--- src/rtl/cmp_seq.sv ---
// cmp_seq: decode-stage branch-compare sequencer. Ports: clk, reset (sync, high),
// start/cmp_op/a/b request, flush; busy, stall, done pulse, result. Macro: CMP_EARLY_EXIT_EN.
module cmp_seq #(
  parameter int BITS_PER_CYCLE = 8
) (
  input  logic        clk,
  input  logic        reset,
  input  logic        start,
  input  logic [3:0]  cmp_op,
  input  logic [31:0] a,
  input  logic [31:0] b,
  input  logic        flush,
  output logic        busy,
  output logic        stall,
  output logic        done,
  output logic        result
);

  localparam int NCHUNK = 32 / BITS_PER_CYCLE;
  localparam logic [5:0] KLAST = 6'(NCHUNK - 1);

  localparam logic [3:0] OP_BEQ   = 4'd0;
  localparam logic [3:0] OP_BGEZ  = 4'd1;
  localparam logic [3:0] OP_BGTZ  = 4'd2;
  localparam logic [3:0] OP_BLEZ  = 4'd3;
  localparam logic [3:0] OP_BLTZ  = 4'd4;
  localparam logic [3:0] OP_BNE   = 4'd5;
  localparam logic [3:0] OP_NUMEQ = 4'd6;

  typedef enum logic [1:0] {
    IDLE,
    COUNT,
    RESP
  } state_t;

  state_t      state;
  logic [31:0] a_lat;
  logic [31:0] b_lat;
  logic [5:0]  k;
  // two's complement running difference, -32..+32
  logic [6:0]  diff;
  logic [6:0]  diff_nxt;
  logic [31:0] sh;
  logic [BITS_PER_CYCLE-1:0] ca;
  logic [BITS_PER_CYCLE-1:0] cb;
  logic [5:0]  pa;
  logic [5:0]  pb;
  logic        last;
  logic        single;
  logic        a_zero;

  always_comb begin
    sh = 32'(k) * BITS_PER_CYCLE;
    ca = BITS_PER_CYCLE'(a_lat >> sh);
    cb = BITS_PER_CYCLE'(b_lat >> sh);
    pa = '0;
    pb = '0;
    for (int i = 0; i < BITS_PER_CYCLE; i++) begin
      pa = pa + 6'(ca[i]);
      pb = pb + 6'(cb[i]);
    end
    diff_nxt = diff + 7'(pa) - 7'(pb);
  end

`ifdef CMP_EARLY_EXIT_EN
  logic rest_zero;
  // nothing left to count above this chunk
  assign rest_zero =
    (((a_lat | b_lat) >> (sh + BITS_PER_CYCLE)) == 32'd0);
  assign last = (k == KLAST) | rest_zero;
`else
  assign last = (k == KLAST);
`endif

  always_comb begin
    a_zero = (a == 32'd0);
    single = 1'b0;
    case (cmp_op)
      OP_BEQ:  single = (a == b);
      OP_BGEZ: single = ~a[31];
      OP_BGTZ: single = ~a[31] & ~a_zero;
      OP_BLEZ: single = a[31] | a_zero;
      OP_BLTZ: single = a[31];
      OP_BNE:  single = (a != b);
      default: single = 1'b0;
    endcase
  end

  assign stall = (state == COUNT) |
                 ((state == IDLE) & start &
                  (cmp_op == OP_NUMEQ) & ~flush);

  always_ff @(posedge clk) begin
    if (reset) begin
      state  <= IDLE;
      busy   <= 1'b0;
      done   <= 1'b0;
      result <= 1'b0;
      diff   <= '0;
      k      <= '0;
      a_lat  <= '0;
      b_lat  <= '0;
    end else begin
      done <= 1'b0;
      if (flush) begin
        state <= IDLE;
        busy  <= 1'b0;
      end else begin
        case (state)
          IDLE: begin
            if (start) begin
              a_lat <= a;
              b_lat <= b;
              busy  <= 1'b1;
              if (cmp_op == OP_NUMEQ) begin
                diff  <= '0;
                k     <= '0;
                state <= COUNT;
              end else begin
                result <= single;
                done   <= 1'b1;
                state  <= RESP;
              end
            end
          end
          COUNT: begin
            diff <= diff_nxt;
            k    <= k + 6'd1;
            if (last) begin
              result <= (diff_nxt == 7'd0);
              done   <= 1'b1;
              state  <= RESP;
            end
          end
          RESP: begin
            state <= IDLE;
            busy  <= 1'b0;
          end
          default: begin
            state <= IDLE;
            busy  <= 1'b0;
          end
        endcase
      end
    end
  end

endmodule

--- config.mk ---
export PLATFORM = sky130hd
export DESIGN_NAME = cmp_seq
export DESIGN_NICKNAME = d
export VERILOG_FILES = /design/src/rtl/cmp_seq.sv
export SDC_FILE = /design/constraint.sdc
export NUM_CORES = 1
export LEC_CHECK = 0
export CORE_ASPECT_RATIO = 1.75
export CORE_MARGIN = 2
export CORE_UTILIZATION = 38
export CTS_CLUSTER_DIAMETER = 60
export DETAILED_ROUTE_END_ITERATION = 12
export SKIP_CTS_REPAIR_TIMING = 1
export SKIP_LAST_GASP = 1
export SLEW_MARGIN = 0
export SYNTH_ARGS = -nofsm -noshare
export SYNTH_HDL_FRONTEND = slang
export SYNTH_SLANG_ARGS = --single-unit
--- constraint.sdc ---
create_clock -name clk -period 5.11 [get_ports clk]
set_clock_uncertainty 0.15 [all_clocks]
set_input_delay 0.7665 -clock clk [delete_from_list [all_inputs] [get_ports clk]]
set_output_delay 0.7665 -clock clk [all_outputs]
set_load 0.02 [all_outputs]
==> impl_metrics.py <==
metrics = {
    "status": {
        "status": "finished, violations left",
        "violations": "negative setup slack",
    },
    "timing": {
        "timing.hold.ws_ps": 298.1,
        "fin_ws_ps": -80.64,
        "rsz0062_at_grt": "true",
        "max_freq_mhz": 192.7,
        "final.period_utilization_pct": 101.6,
        "finalSetupViolCount": 1,
        "slew_viol_final": 0,
        "fin_crit_ps": 5191,
        "slew_headroom_pct": 51.92,
        "worst_pin_slew_ps": 721.2,
        "tns_ps": -80.64,
        "hold_viol_final": 0,
    },
    "critical_path": {
        "startpoint": "k[0]$_SDFFE_PP0P_",
        "cp_max_fo": 3,
        "crit_end": "result$_SDFFE_PP0P_",
        "cp.required_ps": 5240,
        "reg2reg_from": "k[0]$_SDFFE_PP0P_",
        "path_class": "flip-flop to flip-flop",
        "rr_endpoint": "result$_SDFFE_PP0P_",
        "ff2ff_path_depth": 17,
        "crit_top_cell": "fa_1",
        "endpoint_kind": "flip-flop",
        "timing.critical_path.cells": "mux4_2, and2_4, fa_1, inv_1, fa_1, inv_1, fa_1, fa_1, inv_2, fa_2, inv_1, ha_2, fa_1, nor4_2, nand3_1, or4_1, nand3b_1",
        "r2r_slack_ps": -80,
        "crit_arrival_ps": 5320,
        "slowest_stage": "fa_1",
        "critPathLaunchType": "flip-flop",
        "slowest_delay_ps": 530,
    },
    "logic_synthesis": {
        "netlist_area_sq_um": 4410,
        "yosysUniqueCellTypes": 39,
        "synthCells": 518,
        "synth.area.top_cells": "dfxtp_1 (37%), nand2_1 (13%), a21oi_1 (8.6%), mux4_2 (8.2%), xnor2_1 (6.6%)",
        "synth-seq-area-share_pct": 37.22,
        "synthesis.nets": 612,
        "ys_ff_latch": 82,
        "synth.avg_cell_area_sq_um": 8.514,
        "synth_top_area_share_pct": 37.22,
        "synth_top_cell_by_area": "dfxtp_1",
        "ys_warn_count": 0,
    },
    "worst_hold_path": {
        "holdCritStartpoint": "busy$_SDFFE_PP0P_",
        "min_path_type": "flip-flop to flip-flop",
    },
    "drt": {
        "drcViolationCount": 0,
        "routed_wirelength_um": 13690,
        "drt_first_pass_iters": 5,
        "wl_per_cell_um": 18.68,
        "drtIter0Drc": 269,
        "ant_nets": 0,
        "viasPerCell": 5.442,
        "vias": 3989,
    },
    "clocking": {
        "numCtsBuffers": 9,
        "clockRootBuffer": "clkbuf_16",
        "cts.path.max_buffers": 2,
        "clock-sinks": 82,
        "clock_latency_ps": 340,
        "clkTransAtPathRegs_ps": 60,
        "htree_levels": 3,
        "cts_tree": "built",
    },
    "final_layout": {
        "fin_util_pct": 49.97,
        "antennaDiodeCount": 0,
        "drive_gt1_share_pct": 10.87,
        "fill_cells": 1105,
        "area_delta_synth_final_pct": 29.73,
        "layout_common_cells": "nand2_1 (150), dfxtp_1 (79), a21oi_1 (76)",
        "num-nets-final": 687,
        "final_common_cell": "nand2_1",
        "final_area_sq_um": 5722,
    },
    "place": {
        "globalplace.congestion": 0.9206,
        "place_hpwl_um": 10660,
        "dpl_cell_area_sq_um": 5388,
        "port_buffers": 75,
    },
    "global_routing": {
        "grt_max_degree": 70,
        "antenna_found_initial": 0,
        "grt_pass1_vias": 3986,
        "grt_pass1_wl_um": 21400,
        "grtUsageTotal_pct": 22.52,
        "grt_overflow": 0,
    },
    "floorplanning": {
        "io_pins": 76,
        "core.rowCount": 52,
        "coreArea_sq_um": 11450,
        "initial_core_util_pct": 38.52,
        "die_w_um": 85.44,
        "dieArea_sq_um": 12520,
        "dieHeight_um": 146.5,
    },
    "power": {
        "powerDensity_nw_per_um2": 308.5,
        "irDropWorstVdd_uv": 201.7,
        "p_leak_nw": 2.037,
        "total_power_mw": 1.765,
    },
    "flow_run": {
        "drv_cap": 0,
    },
}
## state kept, by name, indices dropped and copies added, names as in the netlist
| name | flops |
|---|---|
| result | 1 |
| diff | 7 |
| k | 6 |
| b_lat | 32 |
| a_lat | 32 |
| state | 2 |
| done | 1 |
| busy | 1 |
## cell usage after synthesis (all sizes together)
master,n
and4,1
a211oi,1
nor2b,2
or4,1
a21o,3
inv,18
nand3,6
nand3b,2
a21oi,76
nand2,151
o2bb2ai,1
clkbuf,22
mux4,16
a311o,1
and4bb,1
nor4,12
nor3,4
dfxtp,82
mux2i,1
o2111ai,1
nand2b,6
xnor2,33
xor2,8
a31o,2
nor2,11
ha,9
nand4,12
and3,1
and2,7
o211ai,1
a22oi,3
fa,13
a2111o,1
buf,7
or3,1
o41ai,1
## worst min path at each step
| stage | endpoint | slack (ps) | cells after the start |
|---|---|---|---|
| 4_1_cts | busy$_SDFFE_PP0P_ | 300 | 2 |
| 3_5_place_dp | busy$_SDFFE_PP0P_ | 290 | 2 |
| 2_1_floorplan | diff[3]$_SDFFE_PP0P_ | 280 | 2 |
| 6_report | busy$_SDFFE_PP0P_ | 300 | 2 |
| 3_3_place_gp | busy$_SDFFE_PP0P_ | 290 | 2 |
| 5_1_grt | a_lat[9]$_SDFFE_PP0P_ | 320 | 2 |
## through the flow
| step | setup slack, ps | instances |
|---|---|---|
| finish | -80.64 | 733 |
| global route | -281.7 | 733 |
| CTS | -136.2 | 733 |
| detailed placement | -123.5 | 717 |
| global placement | -39.35 | 717 |
| floorplan | -83.20 | 518 |
## logic make-up (layout without fill, tap and decap cells)
| group | count (synthesis) | after routing | share of synthesized area (%) |
|---|---|---|---|
| compound gates | 91 | 91 | 11.60 |
| xor+xnor | 41 | 41 | 8.142 |
| fa+ha+maj | 22 | 22 | 8.454 |
| buf+inv | 47 | 127 | 4.057 |
| flops | 82 | 82 | 37.22 |
| mux | 17 | 17 | 8.397 |
| simple gates | 218 | 218 | 22.13 |
## routing by layer
| layer | global-route usage [%] | wire length (um) | vias up |
|---|---|---|---|
| met5 | 0 | 0 | - |
| met4 | 11.27 | 590 | 0 |
| met3 | 3.448 | 680 | 35 |
| met2 | 38.71 | 7086 | 159 |
| met1 | 26.78 | 5331 | 1886 |
| li1 | - | - | 1909 |
## layout make-up
cell class / count / area (sq um) / area share (%)
clock inverter: 5 / 62.56 / 1.093
timing repair buffer: 93 / 900.9 / 15.74
tap: 135 / 168.9 / 2.952
inverter: 18 / 67.56 / 1.181
clock buffer: 11 / 242.7 / 4.242
sequential: 82 / 1648 / 28.80
multi-input combinational: 389 / 2631 / 45.99
## power breakdown
| part | switching (mW) | leakage, nW | internal [mW] | total [mW] |
|---|---|---|---|---|
| Clock | 0.268 | 0.142 | 0.395 | 0.662 |
| Combinational | 0.214 | 1.22 | 0.211 | 0.425 |
| Sequential | 0.0139 | 0.670 | 0.664 | 0.678 |
## worst max-delay path, delay by kind of cell (launching register included)
| family | cells | cell delay, ps |
|---|---|---|
| adder cells (fa/ha/maj) | 7 | 2890 |
| AND/OR/NAND/NOR | 5 | 1020 |
| multiplexers | 1 | 500 |
| flip-flops | 1 | 370 |
| buffers and inverters | 4 | 200 |
(Power assumes the default switching activity.)
